File: src/rtl/tex_scan_loader.sv
// ---------------------------------------------------------------------------
// tex_scan_loader: two-phase texture scan chain to texture-RAM write requests.
// Optional: TEX_SCAN_SDO_EN adds registered sdo (chain[18]) for loopback.
// Revision: 1.0
// ---------------------------------------------------------------------------
`default_nettype none

module tex_scan_loader #(
  parameter int SYNC_STAGES = 2,
  parameter int TEX_WORDS   = 2048
) (
  input  logic        clk,
  input  logic        rst,
  input  logic        phi1,
  input  logic        phi2,
  input  logic        sdi,
  input  logic        latch,
  output logic        wr_valid,
  input  logic        wr_ready,
  output logic [10:0] wr_addr,
  output logic [7:0]  wr_data,
  output logic        load_done,
  output logic        frame_err,
  output logic        ovf_err
`ifdef TEX_SCAN_SDO_EN
  ,
  output logic        sdo
`endif
);

  typedef enum logic [1:0] {
    IDLE  = 2'd0,
    SHIFT = 2'd1,
    FULL  = 2'd2
  } state_t;

  localparam logic [4:0]  FRAME_BITS = 5'd20;
  localparam logic [11:0] WORDS_LIM  = 12'(TEX_WORDS);

  // Each sync stage carries {latch, sdi, phi2, phi1} side by side.
  logic [SYNC_STAGES-1:0][3:0] sync_q, sync_d;
  logic [2:0]  edge_q, edge_d;
  logic        master_q, master_d;
  logic [18:0] chain_q, chain_d;
  logic [4:0]  bit_cnt_q, bit_cnt_d;
  state_t      state_q, state_d;
  logic        wr_valid_q, wr_valid_d;
  logic [10:0] wr_addr_q, wr_addr_d;
  logic [7:0]  wr_data_q, wr_data_d;
  logic [11:0] wr_count_q, wr_count_d;
  logic        load_done_q, load_done_d;
  logic        frame_err_q, frame_err_d;
  logic        ovf_err_q, ovf_err_d;
`ifdef TEX_SCAN_SDO_EN
  logic        sdo_q, sdo_d;
`endif

  logic [3:0] s;
  logic       phi1_rise, phi2_rise, latch_rise;

  assign s          = sync_q[SYNC_STAGES-1];
  assign phi1_rise  = s[0] & ~edge_q[0];
  assign phi2_rise  = s[1] & ~edge_q[1];
  assign latch_rise = s[3] & ~edge_q[2];

  always_comb begin
    sync_d      = {sync_q[SYNC_STAGES-2:0], latch, sdi, phi2, phi1};
    edge_d      = {s[3], s[1], s[0]};
    master_d    = master_q;
    chain_d     = chain_q;
    bit_cnt_d   = bit_cnt_q;
    state_d     = state_q;
    wr_valid_d  = wr_valid_q;
    wr_addr_d   = wr_addr_q;
    wr_data_d   = wr_data_q;
    wr_count_d  = wr_count_q;
    load_done_d = load_done_q;
    frame_err_d = frame_err_q;
    ovf_err_d   = ovf_err_q;
`ifdef TEX_SCAN_SDO_EN
    sdo_d       = sdo_q;
`endif

    if (phi1_rise) begin
      master_d = s[2];
    end

    if (phi2_rise) begin
      unique case (state_q)
        IDLE: begin
          // Ones on an idle line are discarded; a zero is the start bit.
          if (!master_q) begin
            state_d   = SHIFT;
            bit_cnt_d = 5'd1;
            chain_d   = '0;
          end
        end
        SHIFT: begin
          chain_d   = {chain_q[17:0], master_q};
          bit_cnt_d = bit_cnt_q + 5'd1;
          if (bit_cnt_d == FRAME_BITS) begin
            state_d = FULL;
          end
        end
        FULL: begin
          frame_err_d = 1'b1;
          state_d     = IDLE;
          bit_cnt_d   = 5'd0;
          chain_d     = '0;
        end
        default: state_d = IDLE;
      endcase
`ifdef TEX_SCAN_SDO_EN
      sdo_d = chain_d[18];
`endif
    end

    // The latch sees the post-shift state when both strobes land together.
    if (latch_rise) begin
      unique case (state_d)
        SHIFT: begin
          frame_err_d = 1'b1;
          state_d     = IDLE;
          bit_cnt_d   = 5'd0;
          chain_d     = '0;
        end
        FULL: begin
          if (wr_valid_q) begin
            ovf_err_d = 1'b1;
          end else begin
            wr_valid_d = 1'b1;
            wr_addr_d  = chain_d[18:8];
            wr_data_d  = chain_d[7:0];
          end
          state_d   = IDLE;
          bit_cnt_d = 5'd0;
          chain_d   = '0;
        end
        default: ;
      endcase
    end

    if (wr_valid_q && wr_ready) begin
      wr_valid_d = 1'b0;
      if (wr_count_q != WORDS_LIM) begin
        wr_count_d = wr_count_q + 12'd1;
      end
    end
    if (wr_count_d == WORDS_LIM) begin
      load_done_d = 1'b1;
    end
  end

  always_ff @(posedge clk or posedge rst) begin
    if (rst) begin
      sync_q      <= '0;
      edge_q      <= '0;
      master_q    <= 1'b0;
      chain_q     <= '0;
      bit_cnt_q   <= '0;
      state_q     <= IDLE;
      wr_valid_q  <= 1'b0;
      wr_addr_q   <= '0;
      wr_data_q   <= '0;
      wr_count_q  <= '0;
      load_done_q <= 1'b0;
      frame_err_q <= 1'b0;
      ovf_err_q   <= 1'b0;
`ifdef TEX_SCAN_SDO_EN
      sdo_q       <= 1'b0;
`endif
    end else begin
      sync_q      <= sync_d;
      edge_q      <= edge_d;
      master_q    <= master_d;
      chain_q     <= chain_d;
      bit_cnt_q   <= bit_cnt_d;
      state_q     <= state_d;
      wr_valid_q  <= wr_valid_d;
      wr_addr_q   <= wr_addr_d;
      wr_data_q   <= wr_data_d;
      wr_count_q  <= wr_count_d;
      load_done_q <= load_done_d;
      frame_err_q <= frame_err_d;
      ovf_err_q   <= ovf_err_d;
`ifdef TEX_SCAN_SDO_EN
      sdo_q       <= sdo_d;
`endif
    end
  end

  assign wr_valid  = wr_valid_q;
  assign wr_addr   = wr_addr_q;
  assign wr_data   = wr_data_q;
  assign load_done = load_done_q;
  assign frame_err = frame_err_q;
  assign ovf_err   = ovf_err_q;
`ifdef TEX_SCAN_SDO_EN
  assign sdo       = sdo_q;
`endif

endmodule

`default_nettype wire
File: config.mk
export PLATFORM = sky130hd
export DESIGN_NAME = tex_scan_loader
export DESIGN_NICKNAME = d
export VERILOG_FILES = /design/src/rtl/tex_scan_loader.sv
export SDC_FILE = /design/constraint.sdc
export NUM_CORES = 1
export LEC_CHECK = 0
export ABC_CLOCK_PERIOD_IN_PS = 2600
export CAP_MARGIN = 20
export CORE_MARGIN = 3
export CORE_UTILIZATION = 51
export DETAILED_ROUTE_END_ITERATION = 10
export PLACE_DENSITY = 0.8
export SYNTH_ARGS = -nofsm -noshare
export SYNTH_HDL_FRONTEND = slang
export SYNTH_SLANG_ARGS = --single-unit
export TNS_END_PERCENT = 20
File: constraint.sdc
create_clock -name clk -period 2.6 [get_ports clk]
set_input_delay 0.65 -clock clk [delete_from_list [all_inputs] [get_ports clk]]
set_output_delay 0.65 -clock clk [all_outputs]
set_load 0.02 [all_outputs]
; ---- Word level (Yosys, flattened, before mapping)
; Index checks and enable logic that the tools add are counted.
[word_totals]
n_memories = 0
regBits = 73
ram_bits = 0
latchBits = 0
in_bits = 7
mem_bits_ro = 0
[op_classes]
order_cmp = 0
addsub = 2
mul = 0
muxes = 25
reduce_logical = 8
n_shift = 0
n_bitwise = 7
eq_ne = 7
div_mod_pow = 0
[op_table]
columns = operator, n
row1 = 19-bit 2-to-1 mux, 4
row2 = 19-bit one-hot mux with 3 select lines, 1
row3 = 12-bit 2-to-1 mux, 2
row4 = 5-bit 2-to-1 mux, 4
row5 = 5-bit one-hot mux with 3 select lines, 1
row6 = "12-bit by 1-bit adder with 12-bit output, second input constant", 1
row7 = "12-bit equality test, second input constant", 1
row8 = "12-bit != test, second input constant", 1
row9 = 2-bit 2-to-1 mux, 5
row10 = 1-bit 2-to-1 mux, 7
row11 = 3-bit AND reduction, 2
row12 = "5-bit by 1-bit adder with 5-bit output, second input constant", 1
row13 = "5-bit equality test, second input constant", 1
row14 = "2-bit by 1-bit equality test with 1-bit output, second input constant", 2
row15 = "2-bit equality test, second input constant", 2
row16 = 1-bit inverter, 4
row17 = 2-bit one-hot mux with 2 select lines, 1
row18 = 2-bit nonzero test, 2
row19 = 1-bit AND, 3
row20 = 2-bit logical NOT, 1
row21 = 2-bit AND reduction, 1
row22 = 2-bit OR reduction, 1
row23 = 1-bit logical AND, 1

; ---- Logic depth before layout (Yosys ltp)
; Gate-level depths: netlist of run 1.
[depth]
ltp_word = 9
depth_mapped = 13
depth_no_buf = 11

; ---- Worst setup path after synthesis of run 1
; No wires, ideal clock.
[synth_path]
kind = register to register
from = reg bit_cnt_q[0]
to = reg bit_cnt_q[1]
stages_incl_launch_ff = 11
path_slack_ps = 291
setup_time_ps = 132
arrival_ps = 2177
path_buffers = 1
path_cell_list = dfrtp_1 ha_1 nor2b_1 nand3_1 a21oi_1 o21ai_0 inv_1 ha_1 nor2_1 clkbuf_1 nor2_1
[synth_via]
elab_chain_cells = 9
elab_cells_between_ends = 12
classes_between = add/sub: 1 / eq/ne: 3 / mux: 7 / reduce/logical: 1
[synth_rtl]
columns = item, line_no
row1 = "start, declared", 45  ; logic [4:0] bit_cnt_q, bit_cnt_d;
row2 = "start signal, assigned", 177  ; bit_cnt_q <= bit_cnt_d;
row3 = 5-bit by 1-bit adder with 5-bit output (*), 100  ; bit_cnt_d = bit_cnt_q + 5'd1;
row4 = 5-bit equality test, 101  ; if (bit_cnt_d == FRAME_BITS) begin
row5 = 2-bit 2-to-1 mux, 101
row6 = 2-bit one-hot mux with 2 select lines, 89  ; unique case (state_q)
row7 = 2-bit 2-to-1 mux, 88  ; if (phi2_rise) begin
row8 = 2-bit equality test or 2-bit by 1-bit equality test with 1-bit output (tied branches), 120  ; unique case (state_d)
row9 = 2-bit OR reduction (no source line), -
row10 = 5-bit 2-to-1 mux, 120
row11 = 5-bit 2-to-1 mux (*), 119  ; if (latch_rise) begin
row12 = named net bit_cnt_d[1], 45
; The timed path passes the listed nets; every way through them passes the cells marked *.
; A chain may end at the register's enable or synchronous reset.

; ---- Worst setup path in the final report of run 1
[layout_path]
from = reg bit_cnt_q[0]
to = reg bit_cnt_q[3]
; Same word-level chain as after synthesis.

==> results of run 1 <==
-- stage by stage --
stage	worst slack [ns]	instances
after floorplan	0.09673	286
after global placement	0.2663	379
after detailed placement	0.2250	379
after CTS	0.2097	395
after global routing	-0.003295	395
final	0.3282	395
-- kinds of logic (layout without fill, tap and decap cells) --
kind of cell | after synthesis | count (layout) | share of synthesized area [%]
XOR/XNOR | 15 | 15 | 4.263
adder cells (fa/ha/maj) | 6 | 6 | 2.436
buffers and inverters | 23 | 60 | 3.086
AND/OR/NAND/NOR | 101 | 101 | 15.63
AO/OA/AOI/OAI | 64 | 64 | 13.97
multiplexers | 4 | 4 | 1.340
flip-flops | 73 | 73 | 59.28
-- metal layers --
layer | vias to the layer above | global-route usage, % | part of all wire [%]
li1 | 1053 | - | -
met1 | 1068 | 22.90 | 47
met2 | 33 | 28.42 | 48
met3 | 7 | 3.455 | 3.1
met4 | 0 | 8.333 | 1.5
met5 | - | 0 | 0
-- cell type report --
class	count	area share (%)
Clock buffer	12	3.675
Clock inverter	4	2.110
Tap cell	72	2.450
Inverter	10	1.021
Sequential cell	73	49.68
Multi-Input combinational cell	190	31.61
Timing Repair Buffer	34	9.459
-- registers in the layout (all words and copies together) (netlist names) --
name        cells
wr_count_q     12
edge_q          3
s               4
state_q         2
frame_err       1
wr_valid        1
ovf_err         1
sync_d          4
load_done       1
wr_addr        11
wr_data         8
master_q        1
bit_cnt_q       5
chain_q        19
-- worst max-delay path, stage by stage (launching register included) --
cell and delay [ns]:
dfrtp_1 0.43, ha_1 0.24, nor2b_1 0.15, nand3_1 0.11
a21oi_1 0.07, o21ai_1 0.27, inv_1 0.08, ha_1 0.32
nor2_1 0.11, buf_4 0.27, nor3_1 0.10
-- cells in the final DEF (no fill, tap or decap), types with 2 or more instances in the layout --
master           netlist  routed
a21oi_1               25      25
xnor2_1                9       9
bufinv_16              0       2
dfrtp_1               73      73
clkbuf_8               0       9
clkinv_4               0       2
nand2b_1               4       4
and2_2                 2       2
nor3_1                 8       8
nand3_1                6       6
o21ai_1                2       3
and4_1                 2       2
nand2_1               11      11
a21boi_0               2       2
nand4_1                4       4
clkbuf_1               7       3
inv_1                 10       9
clkdlybuf4s50_1        0      29
buf_4                  1       3
nor2_1                52      51
xor2_1                 6       6
a22oi_1               19      19
o21ai_0                3       2
a211oi_1               2       2
mux2i_1                3       3
ha_1                   6       6
nor2b_1                5       5
-- power breakdown --
group	total (mW)	internal (mW)	switching [mW]
logic	0.997	0.471	0.527
clock network	0.954	0.545	0.409
registers	1.53	1.35	0.177
total	3.48	2.37	1.11
-- path summary, 6_finish.rpt --
| check | cells after the start | slack [ns] | endpoint | startpoint |
|---|---|---|---|---|
| worst min-delay path | 0 | 0.36 | s[3] | sync_d[7] |
| worst max register to register | 10 | 0.33 | bit_cnt_q[3] | bit_cnt_q[0] |
| worst max-delay path | 10 | 0.33 | bit_cnt_q[3] | bit_cnt_q[0] |
| min in group asynchronous | 2 | 0.60 | load_done | rst |
| max in group asynchronous | 3 | 1.39 | wr_count_q[2] | rst |
| worst min register to register | 0 | 0.36 | s[3] | sync_d[7] |
==> flow_metrics.py, run 1 <==
metrics = {
    "status": {
        "status": "complete, no violations",
    },
    "timing": {
        "setup_violations": 0,
        "final_hold_viol_count": 0,
        "period_share_pct": 87.38,
        "period_minus_slack_ns": 2.272,
        "fmax_ghz": 0.4402,
        "slew_violations": 0,
        "fin_tns_setup_ns": 0,
        "tightest_slew_ns": 0.4608,
        "relSlewSlack_pct": 69.17,
        "hold_slack_ns": 0.3555,
        "finClkSkew_ns": 0.01064,
    },
    "synth": {
        "synth.most_common_cell": "dfrtp_1",
        "ys_async_sr_fraction_pct": 100.0,
        "synthCells": 286,
        "avgSynthCellArea_um2": 10.78,
        "ys_seq_area_share_pct": 59.28,
        "syn-num-nets": 299,
        "synthTopCellsByArea": "dfrtp_1, nor2_1, a22oi_1",
        "ys_warn_count": 0,
        "synth-edff-count": 0,
        "ys_top_cells_by_count": "dfrtp_1, nor2_1, a21oi_1",
        "synth-main-ff-cell": "dfrtp_1",
        "synth_area_mm2": 0.003082,
        "yosysTopAreaCell": "dfrtp_1",
        "ys_ff_latch": 73,
        "yosysTopAreaCellShare_pct": 59.28,
        "synth.distinct_cells": 44,
    },
    "grt": {
        "grt_pass1_vias": 2208,
        "grt_usage_pct": 17.62,
        "grt_max_degree": 59,
        "grt_pass1_wl_mm": 10.05,
        "antenna_found_initial": 0,
        "grt_overflow": 0,
    },
    "floorplanning": {
        "io_pins": 30,
        "coreArea_mm2": 0.005675,
        "dieHeight_um": 83.74,
        "die_x_um": 83.74,
        "rows": 27,
        "start_util_pct": 54.30,
        "die_area_mm2": 0.007012,
    },
    "pwr": {
        "leakagePower_nw": 1.648,
        "power_density_mw_per_mm2": 947.1,
        "ir_drop_mv": 0.5903,
        "finalPower_mw": 3.483,
    },
    "clock_network": {
        "post_cts_buffers": 0,
        "cts_hold_buf": 0,
        "post_cts_resized": 0,
        "cts.clk_slew.worst_paths_ns": 0.08,
        "cts_max_level": 3,
        "cts_tree": "yes",
        "clockBufferDepth": 2,
        "insertion_delay_ns": 0.34,
        "cts.sinks": 73,
        "numCtsBuffers": 9,
        "root_buffer": "clkbuf_8",
    },
    "final_layout": {
        "antenna_cells": 0,
        "layout-drive-gt1-share_pct": 9.288,
        "seq_area_mm2": 0.001827,
        "area_delta_synth_final_pct": 19.33,
        "fin_util_pct": 64.79,
        "multi_input_comb_area_mm2": 0.001162,
        "nFillCells": 484,
        "stdcell_area_mm2": 0.003677,
        "fin_nets": 331,
    },
    "critical_path": {
        "cp.required_ns": 2.82,
        "worst-setup-path-type": "register to register",
        "worstPathArrival_ns": 2.49,
        "cp_max_fo": 23,
        "start_kind": "register",
        "end_kind": "register",
    },
    "flow_run": {
        "maxCapViolCount": 0,
    },
    "placement": {
        "port_buffers": 29,
        "place_area_mm2": 0.003457,
        "dp.final_hpwl_mm": 3.857,
        "place.gp.congestion": 0.8427,
    },
    "route": {
        "drt_first_pass_iters": 4,
        "drt_iter0_markers": 127,
        "wl_per_cell_um": 14.30,
        "routed_wl_mm": 5.648,
        "antenna_left": 0,
        "vias": 2161,
        "drc": 0,
        "routed_via_density": 5.471,
    },
    "min_path": {
        "hp-class": "register to register",
    },
}
Note: power is estimated with default switching activity, not from simulation.
==> run 2: changes to the inputs <==
--- a/config.mk
+++ b/config.mk
@@ -9,6 +9,7 @@
 export CAP_MARGIN = 20
 export CORE_MARGIN = 3
 export CORE_UTILIZATION = 51
+export CTS_BUF_LIST = sky130_fd_sc_hd__clkbuf_16
 export DETAILED_ROUTE_END_ITERATION = 10
 export PLACE_DENSITY = 0.8
 export SYNTH_ARGS = -nofsm -noshare
==> run 2 against run 1 <==
Critical path depth did not move. Critical endpoint is now chain_q[3]. Design area rose by 2.9%. Routed wire length rose by 4.2%. Worst hold slack got worse by 0.0037 ns. Maximum frequency rose by 0.18%. Largest power group unchanged.
==> flow_metrics.py, run 2 (synthesis results as in run 1) <==
metrics = {
    "critical_path": {
        "worstPathArrival_ns": 2.47,
        "path_cells": "ha_1 > nor2b_1 > nand3_1 > a21oi_1 > o21ai_1 > inv_1 > ha_1 > nor2_1 > buf_4 > nor2_1",
        "start_kind": "register",
        "cp_max_fo": 23,
        "worst-setup-path-type": "register to register",
        "critPathTopFamily": "adder cells",
        "end_kind": "register",
        "critical_path.max_stage_delay_ns": 0.42,
        "path_buf_inv": 2,
        "slowest_stage": "dfrtp_1",
        "cp.required_ns": 2.80,
    },
    "route": {
        "drc": 0,
        "drt_iter0_markers": 144,
        "routed_via_density": 5.519,
        "vias": 2180,
        "drt_first_pass_iters": 4,
        "wl_per_cell_um": 14.89,
        "antenna_left": 0,
        "routed_wl_mm": 5.883,
    },
    "grt": {
        "antenna_found_initial": 0,
        "grt_pass1_wl_mm": 10.38,
        "grt_pass1_vias": 2258,
        "grt_max_degree": 59,
        "grt_overflow": 0,
        "grt_usage_pct": 18.16,
    },
    "timing": {
        "worst_slack_ns": 0.3323,
        "period_minus_slack_ns": 2.268,
        "setup_violations": 0,
        "finClkSkew_ns": 0.009349,
        "period_share_pct": 87.22,
        "relSlewSlack_pct": 68.59,
        "fin_tns_setup_ns": 0,
        "fmax_ghz": 0.4410,
        "slew_violations": 0,
        "tightest_slew_ns": 0.4695,
        "rsz0062_at_grt": "false",
        "final_hold_viol_count": 0,
    },
    "pwr": {
        "ir_drop_mv": 0.5367,
        "finalPower_mw": 3.824,
        "power_density_mw_per_mm2": 1011,
        "leakagePower_nw": 1.707,
    },
    "clock_network": {
        "cts.sinks": 73,
        "cts_tree": "yes",
        "insertion_delay_ns": 0.33,
        "root_buffer": "clkbuf_16",
        "numCtsBuffers": 9,
        "cts.clk_slew.worst_paths_ns": 0.05,
        "clockBufferDepth": 2,
        "post_cts_buffers": 0,
        "cts_max_level": 3,
    },
    "status": {
        "status": "complete, no violations",
    },
    "floorplanning": {
        "dieHeight_um": 83.74,
        "die_x_um": 83.74,
        "rows": 27,
        "io_pins": 30,
        "start_util_pct": 54.30,
        "coreArea_mm2": 0.005675,
        "die_area_mm2": 0.007012,
    },
    "final_layout": {
        "fin_nets": 331,
        "antenna_cells": 0,
        "area_delta_synth_final_pct": 22.78,
        "layout_common_cells": "dfrtp_1, nor2_1, clkdlybuf4s50_1",
        "final_common_cell": "dfrtp_1",
        "layout-drive-gt1-share_pct": 9.288,
        "largest_reg_flops": 19,
        "largest-register": "chain_q",
    },
    "placement": {
        "pre_cts_ws_ns": 0.2250,
        "dp.final_hpwl_mm": 3.857,
        "port_buffers": 29,
        "place.gp.congestion": 0.8427,
    },
    "min_path": {
        "hp-class": "register to register",
    },
    "flow_run": {
        "maxCapViolCount": 0,
    },
}
## run 2: cell count changes in the layout (fill, tap and decap cells not counted), sizes merged
| cell | before | now |
|---|---|---|
| clkbuf | 12 | 9 |
| inv | 10 | 13 |
## run 2: report_power, final
part / internal (mW) / switching (mW) / total (mW)
sequential: 1.36 / 0.179 / 1.54
clock: 0.832 / 0.450 / 1.28
combinational: 0.471 / 0.535 / 1.01
## run 2: layout make-up
| class | count | area (um^2) |
|---|---|---|
| inverter | 10 | 37.54 |
| clock inverter | 7 | 88.84 |
| tap | 72 | 90.09 |
| sequential | 73 | 1827 |
| multi-input combinational | 190 | 1162 |
| timing repair buffer | 34 | 352.8 |
| clock buffer | 9 | 225.2 |
| fill | 464 | 1892 |
## run 2: repair_timing
action                                  in CTS  in global routing
hold endpoints to repair                     0                  0
hold buffers                                 0                  0
endpoints found under the setup margin       0                 40
gates resized for setup                      0                  4
## run 2: per-layer routing
| metal | part of all wire, % | vias up | global-route usage, % |
|---|---|---|---|
| li1 | - | 1058 | - |
| met1 | 46 | 1062 | 24.69 |
| met2 | 49 | 52 | 28.56 |
| met3 | 4.0 | 8 | 3.455 |
| met4 | 1.0 | 0 | 7.749 |
| met5 | 0 | - | 0 |
## run 2: stage by stage
| step | std cells | util, % | area, um^2 | hold slack, ns |
|---|---|---|---|---|
| after floorplan | 286 | - | 3082 | 0.3312 |
| after global placement | 379 | 60.91 | 3457 | 0.3340 |
| after detailed placement | 379 | 60.91 | 3457 | 0.3372 |
| after CTS | 395 | 66.45 | 3771 | 0.3554 |
| after global routing | 395 | 66.67 | 3784 | 0.3563 |
| final | 395 | 66.67 | 3784 | 0.3518 |
## run 2: path summary, 6_finish.rpt
path	start	to	slack [ns]	cells after the start
worst max-delay path	bit_cnt_q[0]	chain_q[3]	0.33	10
worst min-delay path	sync_d[7]	s[3]	0.35	0
worst max register to register	bit_cnt_q[0]	chain_q[3]	0.33	10
worst min register to register	sync_d[7]	s[3]	0.35	0
max in group asynchronous	rst	chain_q[6]	1.37	3
min in group asynchronous	rst	wr_count_q[4]	0.62	2
## run 2: worst register-to-register path: cells and delay by family (launching register included)
kind,cells,cell delay (ns)
buffers and inverters,2,0.35
AOI/OAI and AO/OA,2,0.34
adders and majority gates,2,0.56
DFF,1,0.42
and+or+nand+nor,4,0.47
==> run 3: changes to the inputs <==
--- a/config.mk
+++ b/config.mk
@@ -11,6 +11,7 @@
 export CORE_UTILIZATION = 51
 export CTS_BUF_LIST = sky130_fd_sc_hd__clkbuf_16
 export DETAILED_ROUTE_END_ITERATION = 10
+export HOLD_SLACK_MARGIN = 0.02
 export PLACE_DENSITY = 0.8
 export SYNTH_ARGS = -nofsm -noshare
 export SYNTH_HDL_FRONTEND = slang
==> results of run 3 <==
No change in the layout: final DEF, timing and power equal those of run 2.
